[src/rtl/hazard_ctrl.sv]
// hazard_ctrl: load-use / branch-flush / memory-wait pipeline hazard controller.
// Optional stall-cycle counter enabled by defining HAZARD_STALL_CNT_EN.
module hazard_ctrl #(
  parameter int unsigned LOAD_USE_STALLS = 1
) (
  input  logic        clk,
  input  logic        reset,
  input  logic [4:0]  id_rs,
  input  logic [4:0]  id_rt,
  input  logic        id_uses_rt,
  input  logic        ex_memread,
  input  logic [4:0]  ex_rt,
  input  logic        mem_branch_taken,
  input  logic        mem_busy,
  output logic        pc_write,
  output logic        ifid_write,
  output logic        ifid_flush,
  output logic        idex_bubble,
  output logic        exmem_flush,
  output logic        pipe_hold,
  output logic [1:0]  state,
  output logic [15:0] stall_cnt
);
  typedef enum logic [1:0] {RUN = 2'b00, LU_STALL = 2'b01, MEM_WAIT = 2'b10, FLUSH = 2'b11} state_t;
  state_t     st, st_nx;
  logic [2:0] cnt, cnt_nx;
  logic       hazard, stalling;
  assign hazard = ex_memread & (ex_rt != 5'd0) & ((ex_rt == id_rs) | (id_uses_rt & (ex_rt == id_rt)));
  // A memory wait that interrupted a load-use stall resumes the remaining bubbles.
  assign stalling = (st == LU_STALL) | ((st == MEM_WAIT) & (cnt != 3'd0));
  assign state = st;
  always_comb begin
    pc_write    = 1'b0;
    ifid_write  = 1'b0;
    ifid_flush  = 1'b0;
    idex_bubble = 1'b0;
    exmem_flush = 1'b0;
    pipe_hold   = 1'b0;
    st_nx       = st;
    cnt_nx      = cnt;
    if (!reset) begin
      st_nx  = RUN;
      cnt_nx = 3'd0;
    end else if (mem_busy) begin
      pipe_hold = 1'b1;
      st_nx     = MEM_WAIT;
    end else if (mem_branch_taken) begin
      pc_write    = 1'b1;
      ifid_flush  = 1'b1;
      idex_bubble = 1'b1;
      exmem_flush = 1'b1;
      st_nx       = FLUSH;
      cnt_nx      = 3'd0;
    end else if (stalling) begin
      idex_bubble = 1'b1;
      cnt_nx      = cnt - 3'd1;
      st_nx       = (cnt == 3'd1) ? RUN : LU_STALL;
    end else if (st == FLUSH) begin
      pc_write   = 1'b1;
      ifid_write = 1'b1;
      st_nx      = RUN;
    end else begin
      pc_write    = ~hazard;
      ifid_write  = ~hazard;
      idex_bubble = hazard;
      st_nx       = (hazard && LOAD_USE_STALLS > 1) ? LU_STALL : RUN;
      cnt_nx      = (hazard && LOAD_USE_STALLS > 1) ? 3'(LOAD_USE_STALLS - 1) : 3'd0;
    end
  end
  always_ff @(posedge clk or negedge reset) begin
    if (!reset) begin
      st  <= RUN;
      cnt <= 3'd0;
    end else begin
      st  <= st_nx;
      cnt <= cnt_nx;
    end
  end
`ifdef HAZARD_STALL_CNT_EN
  logic [15:0] sc;
  always_ff @(posedge clk or negedge reset) begin
    if (!reset) sc <= 16'h0000;
    else if (!pc_write && sc != 16'hFFFF) sc <= sc + 16'h0001;
  end
  assign stall_cnt = sc;
`else
  assign stall_cnt = 16'h0000;
`endif
endmodule

[config.mk]
export PLATFORM = sky130hd
export DESIGN_NAME = hazard_ctrl
export DESIGN_NICKNAME = d
export VERILOG_FILES = /design/src/rtl/hazard_ctrl.sv
export SDC_FILE = /design/constraint.sdc
export NUM_CORES = 1
export LEC_CHECK = 0
export ABC_AREA = 1
export BUFFER_PORTS_ARGS = -buffer_cell sky130_fd_sc_hd__buf_2
export CAP_MARGIN = 40
export CORE_AREA = 4 4 53 55
export DETAILED_ROUTE_END_ITERATION = 10
export DIE_AREA = 0 0 57 59
export GPL_ROUTABILITY_DRIVEN = 0
export MAX_ROUTING_LAYER = met4
export SLEW_MARGIN = 20
export SYNTH_ARGS = -nofsm -noshare
export SYNTH_HDL_FRONTEND = slang
export SYNTH_SLANG_ARGS = --single-unit
[constraint.sdc]
create_clock -name clk -period 1.6 [get_ports clk]
set_input_delay 0.16 -clock clk [delete_from_list [all_inputs] [get_ports clk]]
set_output_delay 0.16 -clock clk [all_outputs]
set_load 0.02 [all_outputs]
==> results.md <==
- The library cells used most frequently in the layout, excluding fill and tap cells, are sky130_fd_sc_hd__nand2_1, sky130_fd_sc_hd__buf_2, sky130_fd_sc_hd__inv_1.
- Along the worst path, the maximum fanout reaches 4.
- After detailed routing, the average wire length per cell comes to 8.803 µm.
- The signed area change from the synthesized netlist to the final layout is 32.43%.
- The cell area after placement is 797.0 µm².
- The buffer depth of the longest clock path is 2.
- The largest area contributor in the synthesized netlist is sky130_fd_sc_hd__nand2_1.
- The number of antenna diodes in the final layout is 0.
- The number of clock sinks seen by CTS is 5.
- The count of buffers added on input and output ports is 28.
- The number of H-tree levels is 1.
- The final setup violation count is 0.
- Timing analysis after detailed placement gives a worst setup slack of 192.5 ps.
- The finished cells cover 914.6 µm².
- Measured along the y axis, the die boundary spans 59 µm.
- The cell area after technology mapping is 690.7 µm².
- The core region is 2387 µm².
- After synthesis the netlist holds a flip-flop and latch count of 5.
- Summed over its instances, the top area cell type makes up 21.74% of the synthesized netlist area.
- The power share of the combinational group is 44.3%.
- The fraction of final layout cells sized beyond drive strength 1 is 33.54%.
- The number of ports placed on the die boundary is 45.
- The synthesized instance count is 123.
- The required time reported for the critical path endpoint is 1440 ps.
- The critical path in this run is classified as flop to output port.
- The average cell area after synthesis is 5.615 µm².
- The initial antenna violation count was 0.
- The die is 57 µm wide.
- Counting flops with a built-in enable in the synthesized netlist gives 0.
- The internal power of the cells totals 0.3123 mW.
- The achievable clock frequency is 638.4 MHz.
- Setup slack on the worst reg-to-reg path comes out at 420 ps.
- Dividing the detail-routed via count by the number of cells gives 3.963.
- CTS placed an instance of sky130_fd_sc_hd__clkbuf_4 at the clock tree root.
- In this run the worst hold path is classified as input port to flop.
- Counting tap cells, the placed design contains a total of 179 instances.
- The remaining antenna violation count is 0.
- Measured in cells, the most critical reg-to-reg path has a length of 8.
- The clock reaches the later pin of the worst-skew pair after 240 ps.
- The final critical path takes up 97.90% of the cycle.
- In this run the static leakage power is 0.5946 nW.
- Buffers inserted during clock tree synthesis total 3.
- The async set-or-reset flop fraction in the synthesized netlist is 100.0%.
- Yosys attributes the largest share of cell area to sky130_fd_sc_hd__nand2_1, sky130_fd_sc_hd__buf_4, sky130_fd_sc_hd__dfrtp_1.
- For this run, the number of Yosys warnings is 0.
- Row generation in the floorplan step produced 18 rows.
- The total routed wirelength is 1655 µm.
- The clock network fraction of design power is 27.6%.
- The first detailed-routing pass ran for 4 iterations.
- After clock tree synthesis, the clock-pin slew on the worst setup and hold paths is 40 ps.
- The number of hold violations in the final report is 0.
- The initial detailed-routing violation count is 23.
- The pin count of the biggest net entering global routing is 8.
- The sequential fraction of the synthesis area is 18.12%.
- The first global-routing pass estimated 2559 µm of wire.
- The number of distinct library cell variants in the gate-level netlist after synthesis is 16.
- Counting instances, the worst hold path has a depth of 3.
- The DRC violations left is 0.
- The area of the die is 3363 µm².
- The worst setup slack after layout is 33.55 ps.
- The HPWL after detailed placement is 1388 µm.
- The number of fill cells in the layout is 269.
- In this run the power density over the cells is 555.3 nW/µm².
- The capture point of the worst reg-to-reg path is cnt[0]$_DFFE_PN0P_.
- The flow ran to the end, and the final reports show no timing, DRC or antenna violations.
- The sum of negative setup slack is 0 ps.
- The analysis attributes to net switching a power of 0.1956 mW.
- Among all flip-flop cells after synthesis, the most frequent one is sky130_fd_sc_hd__dfrtp_1.
- The start point of the worst min-delay path is mem_busy.
- The kind of end point of the critical path is an output port.
- Leaving out fill and tap cells, the most frequent cell in the layout is sky130_fd_sc_hd__nand2_1.
- TritonCTS built the clock tree.
- Summed over all layers, the global routing overflow is 0.
- For this run, the number of standard cells in the final layout without fillers is 188.
- In the global route stage, overall resource usage came out at 9.600%.
- IR analysis of the VDD net gives a maximum drop of 0.3496 mV.
- Clock skew on the completed layout was measured at 2.473 ps.
- The vias after detailed routing is 745.
- Data on the critical path arrives at its endpoint at 1410 ps.
- The switching share of total power is 38.51%.
- The number of max-cap violations is 0.
- The register share of total power is 28.1%.
- For hold timing, the worst endpoint is state[1]$_DFF_PN0_.
- The kind of start point of the critical path is a flop.
- Setup repair after global routing could not meet its margin everywhere.
- The launch point of the worst reg-to-reg path is cnt[1]$_DFFE_PN0P_.
- The minimum clock period after layout is 1566 ps.
- The net count reported at finish is 183.
- Once the floorplan was initialized, standard cells occupied 28.93% of the core.
- The number of global-route vias before repair is 671.
- The total count of max-transition violations in the final report is 0.
-- power by group through the flow --
| stage | logic, mW | registers [mW] | clock network (mW) |
|---|---|---|---|
| after floorplan | 0.158 | 0.147 | 0 |
| after global placement | 0.191 | 0.144 | 0 |
| after detailed placement | 0.194 | 0.144 | 0 |
| after CTS | 0.205 | 0.142 | 0.150 |
| after global routing | 0.253 | 0.144 | 0.151 |
| final | 0.225 | 0.143 | 0.140 |
-- routing by layer --
metal	track usage (%)	share of wire [%]
met5	-	0
met4	4.305	0
met3	2.179	10
met2	17.13	51
met1	10.12	39
-- area by class of cell --
type                       instances  area (µm²)  area share, %
multi-input combinational         90       429.2          46.92
tap                               30       37.54          4.104
timing repair buffer              33       198.9          21.75
sequential                         5       125.1          13.68
clock buffer                       4       26.28          2.873
inverter                          26       97.59          10.67
-- registers in the layout, summed over array words and instances, names as in the netlist --
signal,cells
state,2
cnt,3
-- cell families after synthesis --
| logic type | synth area share (%) |
|---|---|
| compound gates | 4.890 |
| xor+xnor | 1.268 |
| fa+ha+maj | 5.435 |
| buf+inv | 32.61 |
| flops | 18.12 |
| other cells | 0.5430 |
| simple gates | 37.14 |
-- Yosys cell counts, types with 3 or more instances --
library cell and number:
sky130_fd_sc_hd__nand3_1 9, sky130_fd_sc_hd__inv_1 19, sky130_fd_sc_hd__dfrtp_1 5, sky130_fd_sc_hd__inv_2 7
sky130_fd_sc_hd__buf_4 17, sky130_fd_sc_hd__nand2_1 40, sky130_fd_sc_hd__ha_1 3, sky130_fd_sc_hd__nor2_1 13
sky130_fd_sc_hd__o21ai_0 3
-- what timing repair did --
action | CTS | global route
buffers inserted | 2 | 2
hold buffers | 1 | 0
endpoints found under the hold margin | 5 | 0
pin swaps | 0 | 3
resized for setup | 4 | 12
setup endpoints to repair | 3 | 3
-- through the flow --
step                      util (%)  power (mW)  hold slack, ps
after CTS                    35.74      0.4979           173.2
after global placement       33.39      0.3347          -7.046
after floorplan                  -      0.3055          -135.6
final                        38.31      0.5079           181.1
after global routing         38.31      0.5479           196.4
after detailed placement     33.39      0.3380          -1.960
-- critical path, stage by stage (launching register included) --
cell,delay [ps]
sky130_fd_sc_hd__dfrtp_1,360
sky130_fd_sc_hd__inv_2,100
sky130_fd_sc_hd__ha_4,140
sky130_fd_sc_hd__nand2_2,40
sky130_fd_sc_hd__nand3_2,50
sky130_fd_sc_hd__o21ai_2,60
sky130_fd_sc_hd__inv_2,70
sky130_fd_sc_hd__nand3_2,80
sky130_fd_sc_hd__nor2_2,130
sky130_fd_sc_hd__buf_6,130
-- how the worst max path moves through the flow --
stage	cells after the start	slack, ps	start	to
floorplan	8	210	cnt[0]$_DFFE_PN0P_	ifid_write
global placement	9	240	cnt[0]$_DFFE_PN0P_	ifid_write
detailed placement	9	190	cnt[0]$_DFFE_PN0P_	ifid_write
CTS	9	20	cnt[0]$_DFFE_PN0P_	ifid_write
global route	9	-100	cnt[0]$_DFFE_PN0P_	ifid_write
finish	9	30	cnt[1]$_DFFE_PN0P_	ifid_write
Power figures use the tool's default switching activity.
